File: src/rtl/lfa_pkg.sv
// lfa_pkg: shared FSM encoding, ADC frame sizes, default channels and helpers
package lfa_pkg;
    typedef enum logic [1:0] {ST_IDLE, ST_GAP, ST_SHIFT} state_t;
    localparam int ADC_BITS    = 12;
    localparam int FRAME_SCLKS = 16;
    localparam logic [2:0] DEF_CH_LEFT   = 3'd3;
    localparam logic [2:0] DEF_CH_MIDDLE = 3'd5;
    localparam logic [2:0] DEF_CH_RIGHT  = 3'd7;
    function automatic logic [1:0] seq_next(input logic [1:0] i);
        return (i == 2'd2) ? 2'd0 : i + 2'd1;
    endfunction
    // control word is 0,0,ADD2,ADD1,ADD0 then zeros, indexed by SCLK period - 1
    function automatic logic ctrl_bit(input logic [3:0] b, input logic [2:0] addr);
        return (b == 4'd2) ? addr[2] : (b == 4'd3) ? addr[1] : (b == 4'd4) ? addr[0] : 1'b0;
    endfunction
endpackage

File: src/rtl/adc128_spi_frame.sv
// adc128_spi_frame: one 16-SCLK ADC128S022 transfer with SCLK = clk/2
module adc128_spi_frame
    import lfa_pkg::*;
(
    input  logic                clk,
    input  logic                rst,
    input  logic                start_i,
    input  logic [2:0]          addr_i,
    input  logic                sdo_i,
    output logic                cs_n_o,
    output logic                sck_o,
    output logic                din_o,
    output logic                done_o,
    output logic [ADC_BITS-1:0] data_o
);
    localparam logic [4:0] LAST_EDGE = 5'(2 * FRAME_SCLKS - 1);
    logic                active_q, cs_n_q, sck_q, din_q;
    logic [4:0]          cnt_q, cnt_d;
    logic [2:0]          addr_q;
    logic [ADC_BITS-1:0] sr_q;
    assign cnt_d  = cnt_q + 5'd1;
    assign done_o = active_q && cnt_q == LAST_EDGE;
    assign cs_n_o = cs_n_q;
    assign sck_o  = sck_q;
    assign din_o  = din_q;
    assign data_o = sr_q;
    // the four leading zeros fall off the top of the 12-bit register by the last edge
    always_ff @(posedge clk) begin
        if (rst) begin
            active_q <= 1'b0;
            cnt_q    <= '0;
            cs_n_q   <= 1'b1;
            sck_q    <= 1'b1;
            din_q    <= 1'b0;
            addr_q   <= '0;
            sr_q     <= '0;
        end else if (done_o) begin
            active_q <= 1'b0;
            cnt_q    <= '0;
            cs_n_q   <= 1'b1;
            sck_q    <= 1'b1;
            din_q    <= 1'b0;
        end else if (active_q) begin
            cnt_q <= cnt_d;
            sck_q <= cnt_d[0];
            if (!cnt_d[0]) din_q <= ctrl_bit(cnt_d[4:1], addr_q);
            else sr_q <= {sr_q[ADC_BITS-2:0], sdo_i};
        end else if (start_i) begin
            active_q <= 1'b1;
            cnt_q    <= '0;
            cs_n_q   <= 1'b0;
            sck_q    <= 1'b0;
            din_q    <= ctrl_bit(4'd0, addr_i);
            addr_q   <= addr_i;
        end
    end
endmodule

File: src/rtl/lfa_adc_sampler.sv
// lfa_adc_sampler: round-robin left/middle/right ADC sampling with sweep strobe
module lfa_adc_sampler
    import lfa_pkg::*;
#(
    parameter logic [2:0] CH_LEFT    = DEF_CH_LEFT,
    parameter logic [2:0] CH_MIDDLE  = DEF_CH_MIDDLE,
    parameter logic [2:0] CH_RIGHT   = DEF_CH_RIGHT,
    parameter int         GAP_CYCLES = 2
) (
    input  logic                clk_3125KHz,
    input  logic                reset,
    input  logic                run_en,
    input  logic                adc_dout,
    output logic                adc_cs_n,
    output logic                adc_sck,
    output logic                adc_din,
    output logic [ADC_BITS-1:0] left,
    output logic [ADC_BITS-1:0] middle,
    output logic [ADC_BITS-1:0] right,
    output logic                sample_valid
);
    localparam logic [7:0] GAP_LAST = 8'(GAP_CYCLES - 1);
    state_t              state_q;
    logic [7:0]          gap_cnt_q;
    logic [1:0]          idx_q, sel_d;
    logic                discard_q, start_d, frame_done, valid_q;
    logic [2:0]          addr_d;
    logic [ADC_BITS-1:0] frame_data, left_q, middle_q, right_q;
    // a discard frame re-addresses the current slot so the ADC pipeline refills
    assign sel_d   = discard_q ? idx_q : seq_next(idx_q);
    assign addr_d  = (sel_d == 2'd0) ? CH_LEFT : (sel_d == 2'd1) ? CH_MIDDLE : CH_RIGHT;
    assign start_d = state_q == ST_GAP && gap_cnt_q == GAP_LAST;
    assign left         = left_q;
    assign middle       = middle_q;
    assign right        = right_q;
    assign sample_valid = valid_q;
    adc128_spi_frame u_frame (
        .clk     (clk_3125KHz),
        .rst     (reset),
        .start_i (start_d),
        .addr_i  (addr_d),
        .sdo_i   (adc_dout),
        .cs_n_o  (adc_cs_n),
        .sck_o   (adc_sck),
        .din_o   (adc_din),
        .done_o  (frame_done),
        .data_o  (frame_data)
    );
    always_ff @(posedge clk_3125KHz) begin
        if (reset) begin
            state_q   <= ST_IDLE;
            gap_cnt_q <= '0;
            idx_q     <= '0;
            discard_q <= 1'b1;
            left_q    <= '0;
            middle_q  <= '0;
            right_q   <= '0;
            valid_q   <= 1'b0;
        end else begin
            valid_q <= 1'b0;
            case (state_q)
                ST_IDLE: if (run_en) begin
                    state_q   <= ST_GAP;
                    gap_cnt_q <= '0;
                end
                ST_GAP: begin
                    gap_cnt_q <= gap_cnt_q + 8'd1;
                    if (start_d) state_q <= ST_SHIFT;
                end
                ST_SHIFT: if (frame_done) begin
                    state_q   <= run_en ? ST_GAP : ST_IDLE;
                    gap_cnt_q <= '0;
                    discard_q <= !run_en;
                    idx_q     <= run_en ? sel_d : 2'd0;
                    if (!discard_q) begin
                        if (idx_q == 2'd0) left_q <= frame_data;
                        if (idx_q == 2'd1) middle_q <= frame_data;
                        if (idx_q == 2'd2) right_q <= frame_data;
                        valid_q <= idx_q == 2'd2;
                    end
                end
                default: state_q <= ST_IDLE;
            endcase
        end
    end
endmodule
File: config.mk
export PLATFORM = sky130hd
export DESIGN_NAME = lfa_adc_sampler
export DESIGN_NICKNAME = d
export VERILOG_FILES = /design/src/rtl/lfa_pkg.sv /design/src/rtl/adc128_spi_frame.sv /design/src/rtl/lfa_adc_sampler.sv
export SDC_FILE = /design/constraint.sdc
export NUM_CORES = 1
export LEC_CHECK = 0
export ABC_AREA = 1
export CORE_MARGIN = 1.5
export CORE_UTILIZATION = 48
export CTS_CLUSTER_SIZE = 28
export DETAILED_ROUTE_END_ITERATION = 12
export GPL_TIMING_DRIVEN = 0
export PLACE_DENSITY = 0.86
export SYNTH_ARGS = -nofsm -noshare
export SYNTH_HDL_FRONTEND = slang
export SYNTH_SLANG_ARGS = --single-unit
File: constraint.sdc
create_clock -name clk_3125KHz -period 1.85 [get_ports clk_3125KHz]
set_clock_uncertainty 0.05 [all_clocks]
set_input_delay 0.185 -clock clk_3125KHz [delete_from_list [all_inputs] [get_ports clk_3125KHz]]
set_output_delay 0.185 -clock clk_3125KHz [all_outputs]
set_load 0.1 [all_outputs]
==> metrics.md <==
| Metric | Value |
|---|---|
| Compound-Gate Fraction of Synth Area | roughly an eighth |
| # fillers | 502 |
| Seq/Total Area, Yosys | approximately half |
| DIE AREA | a little under 7000 um2 |
| EDFF count, synth | 0 |
| Number of buffers created by CTS | 9 |
| Antenna cells | 0 |
| R2R Setup Slk | around 0.10 ns |
| Primary FF master, synth | dfxtp_1 |
| 1st-iter DRT viols | between 150 and 200 |
| Max Slew Vio Count | 0 |
| Antenna-violating nets left | 0 |
| Slew headroom | between 30% and 40% |
| Total track usage | around 23% |
| Xor and xnor area share after synthesis | less than 1% |
| Crit Path Max Fanout | 2 |
| Layout cells sized above 1 | between 15 and 20% |
| Ys Warns | 0 |
| Clock latency on the worst-skew pair | ~0.36 ns |
| End of the critical path | middle[11] |
| Depth of the CTS H-tree | 3 |
| Remaining DRCs | 0 |
| Post-place setup slack | -0.210 ns |
| DRT Wirelength | just over 7 mm |
| CP bufs+invs | 1 |
| Adder-cell share of the synthesized area | under 10% |
| R2R Path End | left[7]$_SDFFE_PP0P_ |
| Final Hold Fails | 0 |
| Initial antenna violation count | 0 |
| PD cells | between 800 and 900 nW/um2 |
| Total congestion overflow | 0 |
| Via density | 5.14 |
| Main combinational cell family by area after synthesis | simple AND/OR/NAND/NOR gates |
| Max cap viols | 0 |
| Arrival @ worst endpoint | 1.59 ns |
| Die Ht | about 82 um |
| Worst setup startpoint | middle[11]$_SDFFE_PP0P_ |
| Core outline area | approximately 6000 um2 |
| Final setup vio count | 0 |
| GP Congestion | 0.883 |
| Worst path slowest cell | dlygate4sd2_1 |
| Die width | just over 80 um |
| DR pass1 iterations | 4 |
| Mapped Area | slightly above 3000 um2 |
| Finished Cell Area | around 3800 um2 |
| Unrepaired setup endpoints after global routing | false |
| Clock Sinks | between 70 and 80 |
| Initial Utilization | about half |
| Clk slew on worst S/H paths | approximately 0.08 ns |
| Critical Path Stages | 1 |
| Async set-or-reset flop fraction in the synthesized netlist | 0% |
| Fin crit period | roughly 1.8 ns |
| CP Cell Sequence | dlygate4sd2_1 |
| Static Leak | around 1.9 nW |
| Clock buffer depth | 2 |
| Top-count cell post-synth | nor2_1 |
| Post-synth top cells | nor2_1 (115), dfxtp_1 (74), nand2_1 (40) |
| Status | finished clean |
| Mux contribution to synthesized area | 0% |
| Synth top area share | between 40 and 50% |
| Synth area leader | dfxtp_1 |
| Final Worst Setup Slack | approximately 0.03 ns |
| CTS tree | done |
| First-pass GRT wire length | 11.7 mm |
| Post-DP Area | approximately 3500 um2 |
| HP Class | in -> reg |
| Startpoint types | register |
| Port bufs | 43 |
| DR WL/cell | roughly 13 um |
| Seq cells post-synth | between 70 and 80 |
| Row cnt | 28 |
| RR Startpoint | u_frame.cnt_q[0]$_SDFFE_PP0P_ |
| CP delay by family, top | buffers and inverters |
| Vias in the first global route | around 2,600 |
| Worst EP required | about 1.6 ns |
| Clk root buf | clkbuf_8 |
| Slowest stage delay, CP | a little under 0.9 ns |
| Total power | between 0.003 and 0.004 W |
| Hpwl dp | around 4.8 mm |
| Cell variety after synth | 32 |
| WS Path Type | reg -> out |
| Critical Path End Type | output port |
| Average cell area after synthesis | 7.75 um2 |
| I/O Pins | 44 |
| Fin crit share | roughly 98% |
| Area growth, synth to finish | 27.5% |
| Net Count, Synth | roughly 400 |
| VDD IR max | between 0.5 and 0.6 mV |
| Mapped Cells | ~390 |
| Fmax | roughly 550 MHz |
| Simple-Gate Fraction of Synth Area | 28.8% |
| Worst slew pin tran | between 0.9 and 1 ns |
| Vias post-DR | roughly 2,700 |
| FF-to-FF path depth | 12 |
| Final net count | approximately 460 |
| Largest net degree at the start of global routing | 16 |
| Synth top area cells | dfxtp_1 (49%), nor2_1 (14%), o21ai_1 (6.3%) |
cell usage in the layout (no fill, tap or decap), types with 4 or more instances in the layout:
cell and n:
a21oi_1 18, buf_4 8, clkbuf_1 7, clkbuf_8 9
dfxtp_1 71, dlygate4sd2_1 39, inv_1 16, inv_2 9
inv_6 4, nand2_1 39, nand3_1 12, nor2_1 104
nor2_2 10, nor3_1 4, o21ai_0 18, o21ai_1 38
kinds of logic after synthesis:
logic type / count (synthesis)
AOI/OAI and AO/OA: 77
xor gates and xnor gates: 2
adders and majority gates: 4
buffers and inverters: 43
DFF: 74
and+or+nand+nor: 189
how the worst min path moves through the flow:
stage,start,to,slack (ns),cells past startpoint
after floorplan,adc_dout,u_frame.data_o[0]$_SDFFE_PP0P_,0.27,2
after global placement,u_frame.cs_n_o$_SDFFE_PP1P_,u_frame.cs_n_o$_SDFFE_PP1P_,0.38,2
after detailed placement,u_frame.cs_n_o$_SDFFE_PP1P_,u_frame.cs_n_o$_SDFFE_PP1P_,0.41,2
after CTS,adc_dout,u_frame.data_o[0]$_SDFFE_PP0P_,0.36,3
after global routing,adc_dout,u_frame.data_o[0]$_SDFFE_PP0P_,0.38,3
final,adc_dout,u_frame.data_o[0]$_SDFFE_PP0P_,0.37,3
area by class of cell:
cell class	count	area (um2)	share of cell area, %
well taps	75	93.8	2.44
repair buffers	49	427	11.1
multi-input cells	272	1420	36.9
flip-flops and latches	74	1490	38.7
plain buffers	15	100	2.60
clock buffers	9	124	3.22
clock inverters	7	83.8	2.18
inverters	28	113	2.93
sequential cells by signal (all words and copies together), names as in the netlist:
signal,flops
sample_valid,1
idx_q,2
gap_cnt_q,8
left,12
u_frame.din_o,1
u_frame.addr_q,3
middle,12
u_frame.active_q,1
discard_q,1
u_frame.cs_n_o,1
state_q,2
right,12
u_frame.cnt_q,5
u_frame.data_o,12
u_frame.sck_o,1
routing by layer:
layer  wire length, um  vias to the layer above  track usage [%]  part of all wire (%)
li1                  -                     1368                -                     -
met1              2990                     1275             27.0                    42
met2              3590                       63             39.3                    51
met3               326                       14             5.71                   4.6
met4               162                        0             11.9                   2.3
met5                 0                        -                0                     0
metrics by stage:
stage | util (%) | std cells | hold WS [ns] | setup TNS [ns]
2_1_floorplan | - | 389 | 0.270 | 0
3_3_place_gp | 59.1 | 507 | 0.383 | -3.57
3_5_place_dp | 59.1 | 507 | 0.409 | -6.86
4_1_cts | 63.1 | 528 | 0.364 | 0
5_1_grt | 64.2 | 529 | 0.381 | 0
6_report | 64.2 | 529 | 0.371 | 0
timing repair:
action                     in CTS  in global routing
setup buffers                   5                  1
hold buffers                    0                  0
gates resized for setup        52                 18
setup endpoints to repair      94                 43
pin swaps                       3                  4
power by group:
part           switching [W]  leakage, nW  internal [W]
sequential         0.0000408        0.599       0.00162
clock               0.000672        0.103      0.000648
combinational       0.000137         1.16     0.0000596
total               0.000850         1.86       0.00233
Note: power is estimated with default switching activity, not from simulation.
